==> src/rtl/uart_tx_arbiter.sv <==
// Round-robin arbiter that shares one uart_tx among NUM_CH byte-stream requesters.
// Each granted packet is sent as a channel-ID header byte followed by its payload bytes.
module uart_tx_arbiter #(
   parameter int         NUM_CH  = 4,
   parameter logic [7:0] HDR_TAG = 8'h2A,
   parameter int         MAX_LEN = 64
) (
   input  logic                      clk,
   input  logic                      rst,
   input  logic [NUM_CH-1:0]         in_valid,
   input  logic [8*NUM_CH-1:0]       in_data,
   input  logic [NUM_CH-1:0]         in_last,
   output logic [NUM_CH-1:0]         in_ready,
   output logic                      tx_start,
   output logic [7:0]                tx_data,
   input  logic                      tx_busy,
   output logic [$clog2(NUM_CH)-1:0] grant_ch,
   output logic                      pkt_active,
   output logic                      err_overlen
);

   localparam int CH_W  = $clog2(NUM_CH);
   localparam int TAG_W = 8 - CH_W;
   localparam int CNT_W = $clog2(MAX_LEN + 1);
   localparam logic [TAG_W-1:0] TAG     = HDR_TAG[TAG_W-1:0];
   localparam logic [CNT_W-1:0] CNT_MAX = CNT_W'(MAX_LEN);

   localparam logic [2:0] S_IDLE  = 3'd0;
   localparam logic [2:0] S_START = 3'd1;
   localparam logic [2:0] S_ACK   = 3'd2;
   localparam logic [2:0] S_DONE  = 3'd3;
   localparam logic [2:0] S_LOAD  = 3'd4;

   logic [2:0]      state;
   logic [CH_W-1:0] last_ch;
   logic [CNT_W-1:0] byte_cnt;
   logic            cur_last;
   logic [CH_W-1:0] pick;
   logic            pop;
   logic [7:0]      sel_data;
   logic            sel_last;

   // Nearest requester after last_ch wins; last_ch itself has lowest priority.
   function automatic logic [CH_W-1:0] rr_pick(input logic [NUM_CH-1:0] req,
                                               input logic [CH_W-1:0]   last);
      logic [CH_W-1:0] idx;
      rr_pick = last;
      for (int i = NUM_CH; i >= 1; i--) begin
         idx = last + CH_W'(i);
         if (req[idx]) rr_pick = idx;
      end
   endfunction

   assign pick     = rr_pick(in_valid, last_ch);
   assign sel_data = in_data[8*int'(grant_ch) +: 8];
   assign sel_last = in_last[grant_ch];
   assign pop      = (state == S_LOAD) && in_valid[grant_ch];
   assign tx_start = (state == S_START);

   always_comb begin
      in_ready = '0;
      if (state == S_LOAD) in_ready[grant_ch] = in_valid[grant_ch];
   end

   // byte_cnt == 0 in DONE marks the header; payload bytes count 1..MAX_LEN.
   always_ff @(posedge clk or posedge rst) begin
      if (rst) begin
         state       <= S_IDLE;
         last_ch     <= CH_W'(NUM_CH - 1);
         grant_ch    <= '0;
         tx_data     <= '0;
         byte_cnt    <= '0;
         cur_last    <= 1'b0;
         pkt_active  <= 1'b0;
         err_overlen <= 1'b0;
      end else begin
         case (state)
            S_IDLE: begin
               if (|in_valid) begin
                  grant_ch   <= pick;
                  tx_data    <= {TAG, pick};
                  byte_cnt   <= '0;
                  cur_last   <= 1'b0;
                  pkt_active <= 1'b1;
                  state      <= S_START;
               end
            end
            S_START: state <= S_ACK;
            S_ACK: begin
               if (tx_busy) state <= S_DONE;
            end
            S_DONE: begin
               if (!tx_busy) begin
                  if (byte_cnt == '0) begin
                     state <= S_LOAD;
                  end else if (cur_last || byte_cnt == CNT_MAX) begin
                     pkt_active <= 1'b0;
                     last_ch    <= grant_ch;
                     state      <= S_IDLE;
                     if (!cur_last) err_overlen <= 1'b1;
                  end else begin
                     state <= S_LOAD;
                  end
               end
            end
            S_LOAD: begin
               if (pop) begin
                  tx_data  <= sel_data;
                  cur_last <= sel_last;
                  byte_cnt <= byte_cnt + 1'b1;
                  state    <= S_START;
               end
            end
            default: state <= S_IDLE;
         endcase
      end
   end

endmodule

==> config.mk <==
export PLATFORM = sky130hd
export DESIGN_NAME = uart_tx_arbiter
export DESIGN_NICKNAME = d
export VERILOG_FILES = /design/src/rtl/uart_tx_arbiter.sv
export SDC_FILE = /design/constraint.sdc
export NUM_CORES = 1
export LEC_CHECK = 0
export BUFFER_PORTS_ARGS = -buffer_cell sky130_fd_sc_hd__buf_4
export CAP_MARGIN = 20
export CELL_PAD_IN_SITES_DETAIL_PLACEMENT = 0
export CELL_PAD_IN_SITES_GLOBAL_PLACEMENT = 1
export CORE_ASPECT_RATIO = 0.7
export CORE_MARGIN = 4
export CORE_UTILIZATION = 32
export CTS_CLUSTER_DIAMETER = 30
export CTS_CLUSTER_SIZE = 16
export DETAILED_ROUTE_END_ITERATION = 10
export PLACE_DENSITY_LB_ADDON = 0.1
export SLEW_MARGIN = 15
export SYNTH_ARGS = -nofsm -noshare
export SYNTH_HDL_FRONTEND = slang
export SYNTH_SLANG_ARGS = --single-unit
==> constraint.sdc <==
create_clock -name clk -period 1.74 [get_ports clk]
set_clock_uncertainty 0.2 [all_clocks]
set_input_delay 0.348 -clock clk [delete_from_list [all_inputs] [get_ports clk]]
set_output_delay 0.348 -clock clk [all_outputs]
set_load 0.01 [all_outputs]
Word level (Yosys, flattened, before mapping)

Cells that the tools add are included.

Flip-flop bits (word level): 25
Input port bits: 43
Output and inout bits: 17
Logic and storage cells: 84

$add $sub $neg: 4
Order comparisons: 5
Equality and inequality tests: 11
Shift operators: 1
Muxes and demuxes: 37
Bitwise gates (word level): 4
Reductions and logical operators: 14

Operator list:

| cell                | count |
|---|---|
| $shiftx 32x6->8     | 1 |
| $mux 3              | 6 |
| $mux 8              | 2 |
| $pmux 8 s2          | 1 |
| $pmux 3 s5          | 1 |
| $mux 7              | 2 |
| $pmux 7 s2          | 1 |
| $lt 2x3->1 const B  | 4 |
| $mux 1              | 12 |
| $ne 2x2->1 const B  | 6 |
| $bmux 1 s2          | 5 |
| $reduce_and 5->1    | 2 |
| $reduce_and 4->1    | 2 |
| $add 7x1->7 const B | 1 |
| $eq 7x7->1 const B  | 1 |
| $logic_not 7->1     | 1 |
| $eq 3x2->1 const B  | 2 |
| $mux 2              | 3 |
| $add 2x2->2 const B | 2 |
| $and 4x4->4         | 1 |
| $mux 4              | 1 |
| $pmux 1 s2          | 2 |
| $reduce_bool 2->1   | 2 |
| $reduce_or 4->1     | 1 |
| other kinds (11)    | 14 |

Longest topological paths before layout

Depth after elaboration: 8
Mapped depth: 7
Mapped depth without buffers: 5

Least setup slack after synthesis

No wires, ideal clock.

Kind: reg-to-reg
Start: register grant_ch[0]
End: register byte_cnt[1]
Setup time: 0.095 ns
Arrival: 1.653 ns
Data required time: 1.445 ns
Setup slack: -0.208 ns
Stages on the path, launching flop included: 7
Period minus slack after synthesis: 1.948 ns
Cells stage by stage: dfrtp_1 buf_6 mux4_2 and2_1 buf_6 buf_6 o31ai_1

Longest elaborated chain between the ends: 5

Ends and longest elaborated chain:

| element                           | line | text |
|---|---|---|
| from (decl)                       | 17   | `output logic [$clog2(NUM_CH)-1:0] grant_ch,` |
| from (signal assigned)            | 80   | `grant_ch <= pick;` |
| $bmux 1 s2                        | 57   | `assign pop = (state == S_LOAD) && in_valid[grant_ch];` |
| $mux 1 (implied by the code)      | 57   |  |
| $logic_and 1x1->1                 | 57   |  |
| $ne 2x2->1 (no source line)       | --   |  |
| $reduce_and 3->1 (no source line) | --   |  |
| to (signal assigned)              | 110  | `byte_cnt <= byte_cnt + 1'b1;` |
| to (decl)                         | 36   | `logic [CNT_W-1:0] byte_cnt;` |

Every way passes these cells. The select of a mux whose other input is x is not followed.
A chain may end at the register's enable or synchronous reset.

Worst setup path after layout

Start: register state[0]
End: output in_ready[0]

Longest elaborated chain between the ends: 2

Ends and longest elaborated chain:

| element                | line | text |
|---|---|---|
| from (decl)            | 34   | `logic [2:0] state;` |
| from (signal assigned) | 68   | `state <= S_IDLE;` |
| from (signal assigned) | 85   | `state <= S_START;` |
| from (signal assigned) | 88   | `S_START: state <= S_ACK;` |
| $eq 3x3->1             | 62   | `if (state == S_LOAD) in_ready[grant_ch] = in_valid[grant_ch];` |
| $mux 4                 | 62   |  |
| to (decl)              | 13   | `output logic [NUM_CH-1:0] in_ready,` |

Every way passes these cells.

==> results.txt <==
The net count of the finished layout is 283. The register-to-register setup slack is -0.22 ns. The per-cell routed wire length is 15.1 um. The area growth from synthesis to final layout came out at 53.7%. Of all nets on the critical path, the largest fanout is 7. The number of slew-limit violations in the final report is 0. The endpoint identified for the worst register-to-register timing path is tx_data[1].

The count of yosys warnings during synthesis came out at 0. The share of layout cells above drive strength 1 came out at 51.5%. STA classifies the critical path endpoint as a primary output. The portion of the clock cycle consumed by the worst path in the final layout came out at 117%.

The peak ir drop on the vdd network is 0.451 mV. The global-route total usage across every layer is 15.3%. The pin count of the biggest net entering global routing is 26. Setup repair after global routing could not meet its margin everywhere.

The number of antenna violations at the first check in global routing is 0. The flow ran to the end, but the final reports show violations. The clock tree from TritonCTS is built. The total placed cells including tap cells came out at 282.

The required time at the endpoint of the critical path is 1.19 ns. The net count after synthesis is 199. The worst slew slack as a fraction of its limit is 37.9%.

The overall routed net length came out at 4.41 mm. In this run the count of I/O pins placed on the die edge is 60. The number of synthesized flops with an enable pin is 0. The HPWL after detailed placement is 3.49 mm. Once layout is complete, the cells apart from fillers number 292. The final setup TNS is -2.68 ns. The final critical-path setup slack is -0.294 ns. The clock latency reported for the late side of the worst-skew pair came out at 0.27 ns.

The repair_antennas step left the layout with diodes totalling 0. The prevailing post-synth register cell is dfrtp_1. The global placer's final weighted congestion came out at 0.840. At the worst endpoint, the arrival time is 1.49 ns.

The level count of the clock H-tree is 1. The core region is 4480 um2. The unique cell type count in the Yosys netlist is 31.

The multi-input combinational cells in the finished layout cover a total of 883 um2. The sequential area share after synthesis came out at 41.2%. The via count of the first global-routing pass came to 1573. In this run the biggest area consumer among cell types represents 37.7% of the synthesized area. The fill cell instance count of the final layout is 407. In this run the static leakage power is 0.00111 uW. The gate count after technology mapping came out at 154.

The final standard cell utilization of the core is 52.3%. Clock-pin slew was measured on the worst setup and hold paths at 0.10 ns. The total setup violations reported at the end of the flow came out at 21. In this run the critical register-to-register path is launched from state[1]. The total via count after detailed routing is 1510. The number of hold violations in the final report came to 0. nand2_1 is the most common cell in the netlist. The worst setup path is launched from a flop. The cell area power density came out at 1160 nW/um2. The worst reg2reg path depth is 4. The number of DRC violations after detailed-routing iteration 0 is 56. The total area of sequential cells came out at 631 um2.

The share of synthesized flip-flops with an asynchronous set or reset came out at 100%. The total of buffers placed on input and output ports came out at 59. The cell type contributing the most total cell area after synthesis is dfrtp_1. The cell sitting at the root of the clock tree is a clkbuf_8. Once the floorplan was initialized, standard cells occupied 34.1% of the core. Along the worst hold path, the cell count comes to 1.

The TritonCTS buffer count came out at 3. The remaining antenna violation count is 0. The final critical-path required period is 2.03 ns.

The count of standard-cell rows is 20. The number of clock sinks seen by CTS is 25. For this run, the detailed router's first-pass iteration total came to 5. The endpoint of the worst hold path is err_overlen. The first global-routing pass estimated 7.29 mm of wire. The measured slew at the worst slew-check pin came out at 0.923 ns.

The number of register bits inferred by synthesis came out at 25. The mapped netlist covers 1530 um2. The placement-stage worst setup slack is -0.202 ns.

The max-cap violation count came out at 0. Sorting the synthesized cells by how often they occur yields nand2_1, dfrtp_1, mux4_2. The die extent in y came out at 65.8 um.

A synthesized cell averages 9.90 um2. The deepest clock path buffer count came out at 2. The checks that failed: negative setup slack. The worst hold path begins at err_overlen. In the post-synthesis netlist, the biggest area contributors are dfrtp_1, mux4_2, nand2_1. The die outline area came out at 5950 um2.

The routed via count divided by cell count came out at 5.17. The width of the chip is 90.5 um. The DRC violation count after routing came out at 0. The total overflow left after global routing is 0. In this run the worst hold path is classified as reg -> reg. The critical path is of the reg -> out type. The fmax is 492 MHz.
## state kept, by name, summed over array words and instances (netlist names)
register     count
tx_data          8
byte_cnt         7
state            3
grant_ch         2
last_ch          2
cur_last         1
err_overlen      1
pkt_active       1
## metal layers
metal / wire length [um] / track usage, % / up-vias
met3: 269 / 4.23 / 4
met4: 27 / 4.39 / 0
li1: - / - / 720
met2: 2100 / 25.4 / 50
met1: 2010 / 19.7 / 736
met5: 0 / 0 / -
## repair_timing
item	CTS	global route
setup endpoints to repair	27	28
buffers inserted	3	2
gates resized for setup	12	3
hold buffers	1	0
hold endpoints to repair	23	0
pin swaps	2	2
## final cells by class
cell class,instances,area share (%)
clock buffers,3,1.76
clock inverters,1,0.320
inverters,5,0.801
multi-input cells,113,37.7
flip-flops and latches,25,26.9
well taps,55,2.94
repair buffers,90,29.6
## worst max-delay path by stage
stage                            from          end  cells past startpoint
after floorplan           grant_ch[0]  byte_cnt[1]                      6
after global placement    byte_cnt[5]   last_ch[1]                      4
after detailed placement  byte_cnt[5]   last_ch[1]                      4
after CTS                    state[1]  in_ready[1]                      5
after global routing         state[0]  in_ready[0]                      4
final                        state[0]  in_ready[0]                      4
## cells in the final DEF (no fill, tap or decap), types with 4 or more instances in the layout
master	count
inv_1	5
nand3_1	5
dfrtp_1	21
nor3_1	7
mux2i_1	4
nor2_1	6
nand2_1	30
mux4_2	10
o21ai_0	8
buf_6	4
buf_4	85
## power breakdown
| group | internal [uW] | leakage [uW] | total [uW] | switching [uW] |
|---|---|---|---|---|
| logic | 785 | 0.000780 | 1460 | 679 |
| registers | 748 | 0.000305 | 893 | 145 |
| clock network | 162 | 0.0000217 | 360 | 197 |
## worst max-delay path: stages (launching register included)
cell	delay (ns)
dfrtp_2	0.47
nor2_1	0.19
nand2_2	0.13
nor4b_2	0.25
buf_4	0.16
## cells by family after synthesis
group | Yosys count | synth area share (%)
AO/OA/AOI/OAI | 20 | 7.79
XOR/XNOR | 2 | 1.15
adder cells (fa/ha/maj) | 2 | 1.64
buffers and inverters | 16 | 5.41
flip-flops | 25 | 41.2
multiplexers | 16 | 18.9
AND/OR/NAND/NOR | 73 | 24.0
## stage by stage
stage | power [uW] | hold slack, ns | instance area, um2
3_3_place_gp | 2230 | 0.230 | 2180
4_1_cts | 2710 | 0.246 | 2320
6_report | 2720 | 0.264 | 2340
2_1_floorplan | 1710 | 0.174 | 1560
3_5_place_dp | 2270 | 0.235 | 2180
5_1_grt | 2900 | 0.264 | 2340
Power figures use the tool's default switching activity.
